**src/rtl/add_pkg.sv**
```systemverilog
// Shared constants for the chunked serial adder: default geometry, FSM state codes
// and the slice-counter width helper.
package add_pkg;

  localparam int unsigned ADD_WIDTH = 32;
  localparam int unsigned ADD_CHUNK = 4;

  localparam logic [1:0] IDLE = 2'd0;
  localparam logic [1:0] BUSY = 2'd1;
  localparam logic [1:0] DONE = 2'd2;

  // Slice counter needs at least one bit even when the add completes in a single slice.
  function automatic int unsigned cnt_width(input int unsigned slices);
    return (slices > 1) ? $clog2(slices) : 1;
  endfunction

endpackage

```
**src/rtl/add_chunk.sv**
```systemverilog
// CHUNK-bit combinational adder slice; also reports the carry into its top bit so
// the caller can derive signed overflow on the most significant slice.
module add_chunk import add_pkg::*; #(
  parameter int unsigned CHUNK = ADD_CHUNK
) (
  input  logic [CHUNK-1:0] a,
  input  logic [CHUNK-1:0] b,
  input  logic             cin,
  output logic [CHUNK-1:0] sum_c,
  output logic             cout_c,
  output logic             cmsb_c
);

  logic [CHUNK:0] total;

  always_comb begin
    total  = {1'b0, a} + {1'b0, b} + {{CHUNK{1'b0}}, cin};
    sum_c  = total[CHUNK-1:0];
    cout_c = total[CHUNK];
    // Sum bit = a ^ b ^ carry_in, so the carry into the top bit falls out directly.
    cmsb_c = total[CHUNK-1] ^ a[CHUNK-1] ^ b[CHUNK-1];
  end

endmodule

```
**src/rtl/add_serial.sv**
```systemverilog
// Serial add/subtract: one CHUNK-bit slice per clock through a shared add_chunk,
// with a valid/ready handshake on both sides.
module add_serial import add_pkg::*; #(
  parameter int unsigned WIDTH = ADD_WIDTH,
  parameter int unsigned CHUNK = ADD_CHUNK
) (
  input  logic             clk,
  input  logic             resetn,
  input  logic             in_valid,
  output logic             in_ready,
  input  logic [WIDTH-1:0] a,
  input  logic [WIDTH-1:0] b,
  input  logic             cin,
  input  logic             sub,
  output logic             out_valid,
  input  logic             out_ready,
  output logic [WIDTH-1:0] s,
  output logic             cout,
  output logic             ovf
);

  localparam int unsigned SLICES = WIDTH / CHUNK;
  localparam int unsigned CW     = cnt_width(SLICES);
  localparam logic [CW-1:0] LAST = CW'(SLICES - 1);

  if ((WIDTH % CHUNK) != 0 || SLICES == 0) begin : g_bad_geometry
    $error("add_serial: WIDTH must be a non-zero multiple of CHUNK");
  end

  logic [1:0]       state_q;
  logic [1:0]       state_d;
  logic [WIDTH-1:0] a_q;
  logic [WIDTH-1:0] b_q;
  logic             carry_q;
  logic [CW-1:0]    k_q;
  logic [WIDTH-1:0] s_q;
  logic             cout_q;
  logic             ovf_q;
  logic             in_ready_q;
  logic             out_valid_q;

  logic [CHUNK-1:0] sum_c;
  logic             cout_c;
  logic             cmsb_c;

  // Operands shift right one slice per cycle, so the adder always sees bits [CHUNK-1:0].
  add_chunk #(.CHUNK(CHUNK)) u_chunk (
    .a      (a_q[CHUNK-1:0]),
    .b      (b_q[CHUNK-1:0]),
    .cin    (carry_q),
    .sum_c  (sum_c),
    .cout_c (cout_c),
    .cmsb_c (cmsb_c)
  );

  always_ff @(posedge clk) begin
    if (!resetn) state_q <= IDLE;
    else         state_q <= state_d;
  end

  always_comb begin
    state_d = state_q;
    case (state_q)
      IDLE:    if (in_valid)     state_d = BUSY;
      BUSY:    if (k_q == LAST)  state_d = DONE;
      DONE:    if (out_ready)    state_d = IDLE;
      default:                   state_d = IDLE;
    endcase
  end

  always_ff @(posedge clk) begin
    if (!resetn) begin
      a_q         <= '0;
      b_q         <= '0;
      carry_q     <= 1'b0;
      k_q         <= '0;
      s_q         <= '0;
      cout_q      <= 1'b0;
      ovf_q       <= 1'b0;
      in_ready_q  <= 1'b1;
      out_valid_q <= 1'b0;
    end else begin
      in_ready_q  <= (state_d == IDLE);
      out_valid_q <= (state_d == DONE);
      case (state_q)
        IDLE: begin
          if (in_valid) begin
            a_q     <= a;
            b_q     <= sub ? ~b : b;
            carry_q <= sub | cin;
            k_q     <= '0;
          end
        end
        BUSY: begin
          a_q     <= a_q >> CHUNK;
          b_q     <= b_q >> CHUNK;
          // New slice enters at the top; after SLICES cycles it has reached its final place.
          s_q     <= WIDTH'({sum_c, s_q} >> CHUNK);
          carry_q <= cout_c;
          k_q     <= k_q + CW'(1);
          if (k_q == LAST) begin
            cout_q <= cout_c;
            ovf_q  <= cout_c ^ cmsb_c;
          end
        end
        default: ;
      endcase
    end
  end

  assign in_ready  = in_ready_q;
  assign out_valid = out_valid_q;
  assign s         = s_q;
  assign cout      = cout_q;
  assign ovf       = ovf_q;

endmodule
```
**config.mk**
```make
export PLATFORM = sky130hd
export DESIGN_NAME = add_serial
export DESIGN_NICKNAME = d
export VERILOG_FILES = /design/src/rtl/add_pkg.sv /design/src/rtl/add_chunk.sv /design/src/rtl/add_serial.sv
export SDC_FILE = /design/constraint.sdc
export NUM_CORES = 1
export LEC_CHECK = 0
export CELL_PAD_IN_SITES_DETAIL_PLACEMENT = 0
export CELL_PAD_IN_SITES_GLOBAL_PLACEMENT = 1
export CORE_MARGIN = 5
export CORE_UTILIZATION = 35
export DETAILED_ROUTE_END_ITERATION = 6
export DONT_BUFFER_PORTS = 1
export PLACE_DENSITY = 0.6
export SLEW_MARGIN = 40
export SYNTH_ARGS = -nofsm -noshare
export SYNTH_HDL_FRONTEND = slang
export SYNTH_SLANG_ARGS = --single-unit
```
**constraint.sdc**
```tcl
create_clock -name clk -period 3 [get_ports clk]
set_input_delay 0.45 -clock clk [delete_from_list [all_inputs] [get_ports clk]]
set_output_delay 0.45 -clock clk [all_outputs]
set_load 0.02 [all_outputs]
```
# Word level (Yosys, flattened, before mapping)
# Cells that the tools add are included.
[classes]
n_addsub = 3
n_eq_ne = 5
n_mux = 13
bitwise_logic = 5
n_reduce_logical = 5
[op_table]
columns = ["cell", "n"]
rows = [
  ["32-bit case mux with 2 select lines", 2],
  ["32-bit two-way mux", 3],
  ["32-bit inverter", 1],
  ["2-bit two-way mux", 3],
  ["2-bit case mux with 3 select lines", 1],
  ["3-bit case mux with 2 select lines", 1],
  ["4-bit by 4-bit adder with 5-bit output", 1],
  ["5-bit by 1-bit adder with 5-bit output", 1],
  ["2-bit == test, second input constant", 2],
  ["2-bit logical NOT", 2],
  ["2-bit AND reduction", 2],
  ["3-bit by 1-bit adder with 3-bit output, second input constant", 1],
  ["3-bit == test, second input constant", 1],
  ["3-bit two-way mux", 1],
  ["1-bit XOR", 3],
  ["2-bit by 1-bit == test with 1-bit output, second input constant", 1],
  ["2-bit != test, second input constant", 1],
  ["1-bit case mux with 2 select lines", 1],
  ["2-bit nonzero test", 1],
  ["1-bit two-way mux", 1],
  ["1-bit bitwise OR", 1],
]
[word_totals]
regBits = 106
out_inout_bits = 36

# Longest topological paths before layout
# Gate-level depths: netlist of run 1.
[logic_depth]
word_depth = 5
depth_mapped = 8
mapped_depth_nobuf = 8

# Cells and area by module
# From an unflattened synthesis of run 1, not the netlist that was laid out.
[hier_totals]
hier_cells = 491
hier_area_um2 = 4525.6
[modules_own_cells]
columns = ["module", "n_inst", "cells_per_inst", "area_per_inst_um2"]
rows = [
  ["add_serial", 1, 472, 4347.9],
  ["add_chunk", 1, 19, 177.7],
]

# Worst setup path before layout of run 1
# OpenSTA, ideal clock, no wires.
[synth_path]
kind = "reg-to-reg"
from = "reg a_q[0]"
to = "reg ovf_q (netlist: ovf)"
setup_time_ns = 0.121
arrival_ns = 1.617
path_slack_ns = 1.261
path_stages_with_launch = 9
n_path_buf = 0
path_cell_list = "dfxtp_1 -> fa_1 -> inv_1 -> fa_1 -> nand2b_1 -> o2bb2ai_2 -> xnor2_1 -> xnor2_1 -> o31ai_2"
[synth_between]
elab_chain_len = 5
[synth_lines]
columns = ["item", "line_no", "source"]
rows = [
  ["start: declaration", "add_serial.sv:32", "logic [WIDTH-1:0] a_q;"],
  ["start signal: assignment", "add_serial.sv:95", "a_q <= a_q >> CHUNK;"],
  ["4-bit by 4-bit adder with 5-bit output (*)", "add_chunk.sv:17", "total = {1'b0, a} + {1'b0, b} + {{CHUNK{1'b0}}, cin};"],
  ["5-bit by 1-bit adder with 5-bit output (*)", "add_chunk.sv:17", ""],
  ["1-bit XOR (2 in a row)", "add_chunk.sv:21", "cmsb_c = total[CHUNK-1] ^ a[CHUNK-1] ^ b[CHUNK-1];"],
  ["1-bit XOR (*)", "add_serial.sv:103", "ovf_q <= cout_c ^ cmsb_c;"],
  ["end signal: assignment", "add_serial.sv:103", ""],
  ["end: declaration", "add_serial.sv:38", "logic ovf_q;"],
]
# Mark *: on every way between the ends. The rest lies on a longest branch, timed or not.
# A chain may end at the register's enable or synchronous reset.

# Worst setup path after layout of run 1
[layout_path]
from = "reg b_q[0]"
to = "reg ovf_q (netlist: ovf)"
[layout_between]
elab_chain_len = 5
[layout_lines]
columns = ["item", "line_no", "source"]
rows = [
  ["start: declaration", "add_serial.sv:33", "logic [WIDTH-1:0] b_q;"],
  ["start signal: assignment", "add_serial.sv:89", "b_q <= sub ? ~b : b;"],
  ["start signal: assignment", "add_serial.sv:96", "b_q <= b_q >> CHUNK;"],
  ["4-bit by 4-bit adder with 5-bit output (*)", "add_chunk.sv:17", ""],
  ["5-bit by 1-bit adder with 5-bit output (*)", "add_chunk.sv:17", ""],
  ["1-bit XOR (2 in a row)", "add_chunk.sv:21", ""],
  ["1-bit XOR (*)", "add_serial.sv:103", ""],
]
# Marks and branches as above.

==> flow_summary.yaml, run 1 <==
critical_path:
  critical_path.max_fanout: 3
  reg2reg_slack_ps: 1090
  ff2ff_path_depth: 8
  crit_required_ps: 3230
  cp_data_arrival_time_ps: 2140
  reg2reg_to: "ovf$_SDFFE_PN0P_"
  startpoint_type: "flip-flop"
  worstSetupPathType: "flip-flop to flip-flop"
  cp-end-kind: "flip-flop"
  r2r-start: "b_q[0]$_SDFFE_PN0P_"
detailed_routing:
  drt-pass1-iter-count: 4
  met1_length_um: 5698
  routed_wl_um: 11540
  drt_iter0_markers: 300
  wl_per_cell_um: 15.99
  drc: 0
  vias: 3680
  wl_met3_um: 495
  ant_nets: 0
  routed.top_layer: "met4"
  routed_via_density: 5.097
  dr_wl_met2_um: 5180
timing:
  period_minus_slack_ps: 1909
  finalSetupViolCount: 0
  rsz0062_at_grt: "no"
  drv_slew: 0
  hold_viol_final: 0
  setup_ws_ps: 1091
  tightest_slew_ps: 631.0
  fin_tns_setup_ps: 0
  max_freq_ghz: 0.5238
  fin_skew_ps: 4.788
  slew_headroom: 0.5788
  fin_crit_sh: 0.6363
yosys:
  syn-cell-area_um2: 4607
  ys_warn_count: 0
  synth_async_sr_flop_share: 0
  synth_top_cells_by_count: "nand2_1, dfxtp_1, a21oi_1"
  yosysSeqAreaShare: 0.4606
  synthFlopType: "dfxtp_1"
  post-synth-top-count-cell: "nand2_1"
  yosysTopAreaCell: "dfxtp_1"
  synth-edff-count: 0
  netlist_top_cells_area: "dfxtp_1, nand2_1, a21oi_1"
  synth_top_area_frac: 0.4606
  syn-instance-count: 572
  yosys_register_bits: 106
  syn-num-nets: 649
  synth_area_per_cell_um2: 8.054
  synth_cell_type_count: 35
floorplanning:
  pin_count: 106
  fp.dieArea_um2: 15560
  row_count: 42
  die_width_um: 124.7
  fp.coreArea_um2: 13090
  die_h_um: 124.7
  initial_utilization: 0.3521
hold_path:
  hold_path_class: "input port to flip-flop"
  hold_end: "in_ready$_SDFF_PN1_"
  worstHoldPathCells: 1
  hold_start: "resetn"
power:
  leakage_uw: 0.001680
  ir_drop_mv: 0.2759
  power-per-cell-area_nw_per_um2: 627.3
  power_uw: 3111
place:
  hpwlAfterDp_um: 7522
  place.gp.congestion: 0.7304
  portBuffers: 0
  place_ws_ps: 1025
final_layout:
  fin_nets: 619
  area_growth_pct: 7.659
  diodes: 0
  layout-drive-gt1-share: 0.05861
global_routing:
  grtUsageTotal: 0.1474
  grt_pass1_wl_um: 18860
  antenna_found_initial: 0
  grt_max_degree: 54
  global_route.overflow_total: 0
  grt_pass1_vias: 3593
clock_tree:
  cts_buffers: 9
  tritoncts: "built"
  cts_hold_buf: 0
  clockBufferDepth: 2
  htreeDepth: 3
  clockRootBuffer: "clkbuf_16"
  postCtsSetupRepairBufs: 0
  cts_resized: 0
  cts_sinks: 106
  path_clk_slew_ps: 70
  clock_latency_ps: 340
job:
  maxCapViolCount: 0
run_status:
  outcome: "finished, final reports clean"
cell families after synthesis:
| family | count (synthesis) | share of synthesized area |
|---|---|---|
| compound gates | 194 | 0.2333 |
| xor+xnor | 36 | 0.06844 |
| fa+ha+maj | 7 | 0.02227 |
| buf+inv | 54 | 0.06491 |
| flops | 106 | 0.4606 |
| simple gates | 175 | 0.1505 |
cell usage in the layout (no fill, tap or decap), types with 2 or more instances in the layout:
master | netlist | layout
a22oi_1 | 10 | 10
clkbuf_16 | 0 | 9
o21ai_0 | 43 | 43
nand3_1 | 2 | 2
xnor2_1 | 31 | 31
dfxtp_1 | 106 | 106
inv_2 | 1 | 2
nand2b_1 | 3 | 3
xor2_1 | 5 | 5
ha_1 | 5 | 5
nand2_1 | 148 | 148
buf_4 | 7 | 5
nor2_4 | 2 | 2
a211oi_1 | 2 | 2
nor2_1 | 17 | 17
a21oi_1 | 90 | 90
inv_1 | 3 | 3
o22ai_1 | 28 | 28
o21ai_1 | 14 | 14
clkinvlp_4 | 0 | 2
fa_1 | 2 | 2
bufinv_16 | 0 | 2
critical path, stage by stage (launching register included):
cell	delay [ps]
dfxtp_1	370
fa_1	200
inv_1	60
fa_1	370
nand2b_1	190
o2bb2ai_2	160
xnor2_1	200
xnor2_1	180
o31ai_2	70
metrics by stage:
stage          instance area [um^2]  hold slack [ps]  instances    util
4_1_cts                        4955            167.8        722  0.3787
3_3_place_gp                   4618            443.0        706  0.3529
2_1_floorplan                  4607            436.6        572       -
3_5_place_dp                   4646            447.2        707  0.3550
6_report                       4960            186.1        722  0.3790
5_1_grt                        4960            192.2        722  0.3790
registers in the layout, indices dropped and copies added, names as in the netlist, 2 cells and up:
name / flops
s: 32
k_q: 3
state_q: 2
b_q: 32
a_q: 32
where the power goes:
group	internal, uW	switching (uW)	leakage, uW
combinational	136	192	0.000668
sequential	1490	54.6	0.000868
clock	726	517	0.000145
metal layers:
layer,vias up,track usage
li1,1872,-
met1,1721,0.2013
met2,76,0.2271
met3,11,0.03173
met4,0,0.05738
met5,-,0
final cells by class:
cell class	instances	area [um^2]
clock buffers	10	229.0
repair buffers	7	85.08
flip-flops and latches	106	2122
well taps	176	220.2
clock inverters	5	80.08
fillers	1401	8125
multi-input cells	412	2198
inverters	6	25.02
worst max path at each step:
| stage | startpoint | endpoint | depth (start not counted) |
|---|---|---|---|
| after floorplan | a_q[0]$_SDFFE_PN0P_ | ovf$_SDFFE_PN0P_ | 8 |
| final | b_q[0]$_SDFFE_PN0P_ | ovf$_SDFFE_PN0P_ | 8 |
| after CTS | state_q[0]$_SDFF_PN0_ | a_q[24]$_SDFFE_PN0P_ | 5 |
| after global routing | a_q[0]$_SDFFE_PN0P_ | ovf$_SDFFE_PN0P_ | 8 |
| after global placement | state_q[0]$_SDFF_PN0_ | a_q[13]$_SDFFE_PN0P_ | 5 |
| after detailed placement | state_q[0]$_SDFF_PN0_ | a_q[24]$_SDFFE_PN0P_ | 5 |
No activity file was read; power rests on OpenSTA's default activity.
==> inputs of run 2 (changes only) <==
==> constraint.sdc (replaced) <==
create_clock -name clk -period 2 [get_ports clk]
set_input_delay 0.3 -clock clk [delete_from_list [all_inputs] [get_ports clk]]
set_output_delay 0.3 -clock clk [all_outputs]
set_load 0.02 [all_outputs]
==> run 2 against run 1 <==
  * Routed wire length rose by 2.5%
  * Critical endpoint unchanged
  * Power rose by 48%
  * Core utilization rose by 0.34 points
  * Critical path type unchanged
==> flow_summary.yaml, run 2 (synthesis results as in run 1) <==
critical_path:
  cp-end-kind: "flip-flop"
  crit_required_ps: 2260
  critical_path.max_fanout: 3
  startpoint_type: "flip-flop"
  cp_data_arrival_time_ps: 2130
  worstSetupPathType: "flip-flop to flip-flop"
  reg2reg_slack_ps: 130
  ff2ff_path_depth: 8
clock_tree:
  clockBufferDepth: 2
  cts_resized: 0
  clock_latency_ps: 350
  tritoncts: "built"
  htreeDepth: 3
  cts_hold_buf: 0
  path_clk_slew_ps: 70
  clockRootBuffer: "clkbuf_16"
  postCtsSetupRepairBufs: 0
  cts_buffers: 9
  cts_sinks: 106
place:
  place_area_um2: 4711
  place_ws_ps: 114.3
  place.gp.congestion: 0.7772
  portBuffers: 0
  hpwlAfterDp_um: 7780
timing:
  fin_tns_setup_ps: 0
  max_freq_ghz: 0.5359
  hold_viol_final: 0
  setup_ws_ps: 134.1
  fin_skew_ps: 4.169
  slew_headroom: 0.6141
  finalSetupViolCount: 0
  tightest_slew_ps: 577.4
  drv_slew: 0
  fin_crit_sh: 0.9330
  rsz0062_at_grt: "no"
  period_minus_slack_ps: 1866
global_routing:
  antenna_found_initial: 0
  grt_max_degree: 34
  grtUsageTotal: 0.1519
  global_route.overflow_total: 0
  grt_pass1_vias: 3556
  grt_pass1_wl_um: 19240
final_layout:
  final_common_cell: "nand2_1"
  final_cell_area_um2: 5005
  fin_util: 0.3825
  area_growth_pct: 8.637
  diodes: 0
  layout-drive-gt1-share: 0.07220
  fillers: 1387
  fin_nets: 627
  final_cell_mix: "nand2_1, dfxtp_1, a21oi_1, o21ai_0, xnor2_1"
power:
  netSwitchingFraction: 0.2503
  p_int_uw: 3442
  pwr-share-seq: 0.503
  power-per-cell-area_nw_per_um2: 917.5
  p_comb_frac: 0.112
  leakage_uw: 0.001724
  p_sw_uw: 1150
  power_frac_clock: 0.385
  power_uw: 4592
  ir_drop_mv: 0.3593
detailed_routing:
  wl_per_cell_um: 16.21
  drc: 0
  ant_nets: 0
  drt_iter0_markers: 218
  vias: 3736
  routed_via_density: 5.118
  drt-pass1-iter-count: 7
  routed_wl_um: 11840
floorplanning:
  pin_count: 106
  fp.coreArea_um2: 13090
  initial_utilization: 0.3521
  die_width_um: 124.7
  row_count: 42
  die_h_um: 124.7
  fp.dieArea_um2: 15560
run_status:
  outcome: "finished, final reports clean"
job:
  maxCapViolCount: 0
hold_path:
  worstHoldPathCells: 1
  hold_path_class: "input port to flip-flop"
==> run 2: changes by cell type in the layout (fill, tap and decap cells not counted), sizes merged <==
cell / before / now
buf: 7 / 15
bufinv: 2 / 1
clkbuf: 10 / 12
clkinv: 1 / 2
clkinvlp: 2 / 0
==> run 2: path summary, 6_finish.rpt <==
path                              end                start
setup / recovery     ovf$_SDFFE_PN0P_  a_q[0]$_SDFFE_PN0P_
hold / removal    in_ready$_SDFF_PN1_               resetn
hold reg to reg   b_q[6]$_SDFFE_PN0P_  b_q[6]$_SDFFE_PN0P_
setup reg to reg     ovf$_SDFFE_PN0P_  a_q[0]$_SDFFE_PN0P_
==> run 2: stage by stage <==
step	instances	hold WS, ps
global route	730	52.35
CTS	730	15.04
global placement	715	388.3
detailed placement	715	385.4
finish	730	32.59
floorplan	572	436.6
==> run 2: worst max-delay path, cell delays in order (launching register included) <==
cell and delay, ps:
dfxtp_1 360, fa_1 210, inv_1 60, fa_1 390
nand2b_4 170, o2bb2ai_2 140, xnor2_1 140, xnor2_1 140
o31ai_2 190
==> run 2: power by group through the flow <==
stage                     sequential (uW)  clock [uW]  combinational [uW]
after floorplan                      2340           0                 441
after CTS                            2310        1820                 519
after global routing                 2330        1900                 587
after detailed placement             2360           0                 517
after global placement               2360           0                 508
final                                2310        1770                 514
==> run 2: metal layers <==
layer / global-route usage / part of all wire / vias up / wire [um]
met5: 0 / 0 / - / 0
met4: 0.06125 / 0.016 / 0 / 195
met3: 0.03473 / 0.054 / 11 / 639
met2: 0.2274 / 0.46 / 98 / 5446
met1: 0.2108 / 0.47 / 1747 / 5554
li1: - / - / 1880 / -
==> run 2: area by class of cell <==
class / instances / area (um^2) / area share
clock buffers: 12 / 246.5 / 0.04925
well taps: 176 / 220.2 / 0.04400
inverters: 6 / 25.02 / 0.005000
flip-flops and latches: 106 / 2122 / 0.4240
repair buffers: 15 / 150.1 / 0.03000
multi-input cells: 412 / 2201 / 0.4397
clock inverters: 3 / 40.04 / 0.008000
==> inputs of run 3 (changes only) <==
--- a/config.mk
+++ b/config.mk
@@ -11,8 +11,9 @@
 export CORE_UTILIZATION = 35
 export DETAILED_ROUTE_END_ITERATION = 6
 export DONT_BUFFER_PORTS = 1
-export PLACE_DENSITY = 0.6
+export PLACE_DENSITY = 0.58
 export SLEW_MARGIN = 40
 export SYNTH_ARGS = -nofsm -noshare
 export SYNTH_HDL_FRONTEND = slang
+export SYNTH_HIERARCHICAL = 1
 export SYNTH_SLANG_ARGS = --single-unit
==> run 3 against run 2 <==
  * Worst setup slack gained 65 ps
  * Routed wire length decreased by 6.0%
  * Critical path depth is the same
  * Highest routed layer unchanged
  * Sequential cell count unchanged
  * Critical path type unchanged
  * Clock power shrank 6%
  * Maximum frequency increased by 3.6%
  * Critical endpoint unchanged
==> flow_summary.yaml, run 3 <==
run_status:
  outcome: "finished, final reports clean"
yosys:
  ys_warn_count: 6
  yosysSeqAreaShare: 0.4689
  synthFlopType: "dfxtp_1"
  syn-num-nets: 568
  synth_top_cells_by_count: "dfxtp_1, nand2_1, a21oi_1"
  yosysTopAreaCell: "dfxtp_1"
  synth_top_area_frac: 0.4689
  synth_cell_type_count: 36
  synth-edff-count: 0
  synth_area_per_cell_um2: 9.217
  syn-instance-count: 491
  netlist_top_cells_area: "dfxtp_1, a21oi_1, xnor2_1"
  syn-cell-area_um2: 4526
  post-synth-top-count-cell: "dfxtp_1"
  yosys_register_bits: 106
  synth_async_sr_flop_share: 0
power:
  power_frac_clock: 0.369
  leakage_uw: 0.001648
  p_sw_uw: 1151
  ir_drop_mv: 0.3415
  p_comb_frac: 0.114
  power-per-cell-area_nw_per_um2: 911.8
  p_int_uw: 3345
  pwr-share-seq: 0.516
  netSwitchingFraction: 0.2560
detailed_routing:
  wl_per_cell_um: 17.30
  vias: 3448
  drt_iter0_markers: 210
  drc: 0
  drt-pass1-iter-count: 4
  ant_nets: 0
  routed_wl_um: 11130
  routed_via_density: 5.362
clock_tree:
  clock_latency_ps: 340
  htreeDepth: 3
  clockRootBuffer: "clkbuf_16"
  clockBufferDepth: 2
  path_clk_slew_ps: 70
  cts_buffers: 9
  cts_hold_buf: 0
  postCtsSetupRepairBufs: 0
  tritoncts: "built"
  cts_sinks: 106
final_layout:
  area_growth_pct: 8.958
  layout-drive-gt1-share: 0.1125
  final_common_cell: "dfxtp_1"
  final_cell_mix: "dfxtp_1, nand2_1, a21oi_1, xnor2_1, a22oi_1"
  multiInputGateArea_um2: 2161
  fillers: 1326
  diodes: 0
  fin_nets: 543
  regArea_um2: 2122
hold_path:
  hold_path_class: "input port to flip-flop"
timing:
  tightest_slew_ps: 494.4
  rsz0062_at_grt: "no"
  hold_ws_ps: 52.39
  max_freq_ghz: 0.5551
  finalSetupViolCount: 0
  fin_tns_setup_ps: 0
  hold_viol_final: 0
  period_minus_slack_ps: 1801
  fin_crit_sh: 0.9007
  drv_slew: 0
  slew_headroom: 0.6699
  fin_skew_ps: 8.236
global_routing:
  antenna_found_initial: 0
  grt_pass1_wl_um: 17620
  global_route.overflow_total: 0
  grt_max_degree: 47
  grt_pass1_vias: 3453
  grtUsageTotal: 0.1477
place:
  place.gp.congestion: 0.7537
  hpwlAfterDp_um: 7410
  portBuffers: 0
critical_path:
  worstSetupPathType: "flip-flop to flip-flop"
  crit_required_ps: 2260
  cp-end-kind: "flip-flop"
  cp_data_arrival_time_ps: 2060
  critical_path.max_fanout: 3
  startpoint_type: "flip-flop"
job:
  maxCapViolCount: 0
floorplanning:
  fp.dieArea_um2: 15300
  die_width_um: 123.7
  fp.coreArea_um2: 12670
  pin_count: 106
  row_count: 41
  initial_utilization: 0.3572
  die_h_um: 123.7
## run 3: cell count changes in the layout (fill, tap and decap cells not counted), moves of 8 or more
cell,change
o22ai_2,+20
o221ai_1,+8
a21oi_1,-30
nand2_1,-80
a22oi_1,+20
o21ai_0,-14
o21ai_1,-13
## run 3: stage by stage
stage	util	setup WS [ps]	cell area (um^2)	total power, uW	instances
2_1_floorplan	-	322.2	4526	2797	491
3_3_place_gp	0.3648	218.4	4622	2869	626
3_5_place_dp	0.3669	178.2	4649	2891	627
4_1_cts	0.3892	160.4	4931	4583	643
5_1_grt	0.3892	48.84	4931	4724	643
6_report	0.3892	198.7	4931	4496	643
## run 3: area by class of cell
class	instances	area share
multi-input combinational	333	0.4382
sequential	106	0.4303
clock buffer	10	0.04846
tap	172	0.04364
timing repair buffer	9	0.02537
clock inverter	6	0.008627
inverter	7	0.005329
## run 3: layer usage
layer	share of wire	GRT usage	wire length, um	vias up
met5	0	0	0	-
met4	0.020	0.06644	227	0
met3	0.069	0.04587	768	16
met2	0.46	0.2349	5157	79
met1	0.45	0.1837	4973	1655
li1	-	-	-	1698
## run 3: power by group through the flow
stage | Sequential [uW] | Clock [uW] | Combinational, uW
2_1_floorplan | 2340 | 0 | 454
3_3_place_gp | 2370 | 0 | 501
3_5_place_dp | 2370 | 0 | 520
4_1_cts | 2320 | 1740 | 521
5_1_grt | 2340 | 1810 | 579
6_report | 2320 | 1660 | 514
## run 3: cells by family (layout without fill, tap and decap cells)
logic type | after synthesis | after routing | share of synthesized area
AO/OA/AOI/OAI | 186 | 186 | 0.2806
XOR/XNOR | 38 | 38 | 0.07354
adder cells (fa/ha/maj) | 7 | 7 | 0.02267
buffers and inverters | 52 | 32 | 0.05529
flip-flops | 106 | 106 | 0.4689
multiplexers | 2 | 2 | 0.004424
AND/OR/NAND/NOR | 100 | 100 | 0.09455
## run 3: worst max-delay path: stages, from the launching register on
cell and delay, ps:
dfxtp_1 330, fa_1 450, inv_1 90, fa_1 200
nor2b_1 60, o21ai_1 110, nand2b_1 120, xnor2_1 150
a211oi_1 220
## run 3: final timing paths
path	startpoint	to	slack, ps	cells past startpoint
worst min register to register	carry_q$_SDFFE_PN0P_	carry_q$_SDFFE_PN0P_	500	2
worst max register to register	a_q[0]$_SDFFE_PN0P_	ovf$_SDFFE_PN0P_	200	8
worst max-delay path	a_q[0]$_SDFFE_PN0P_	ovf$_SDFFE_PN0P_	200	8
worst min-delay path	resetn	in_ready$_SDFF_PN1_	50	1
## run 3: what timing repair did
item	4_1_cts	5_1_grt
hold endpoints to repair	0	0
endpoints found under the setup margin	0	1
gates resized for setup	0	1
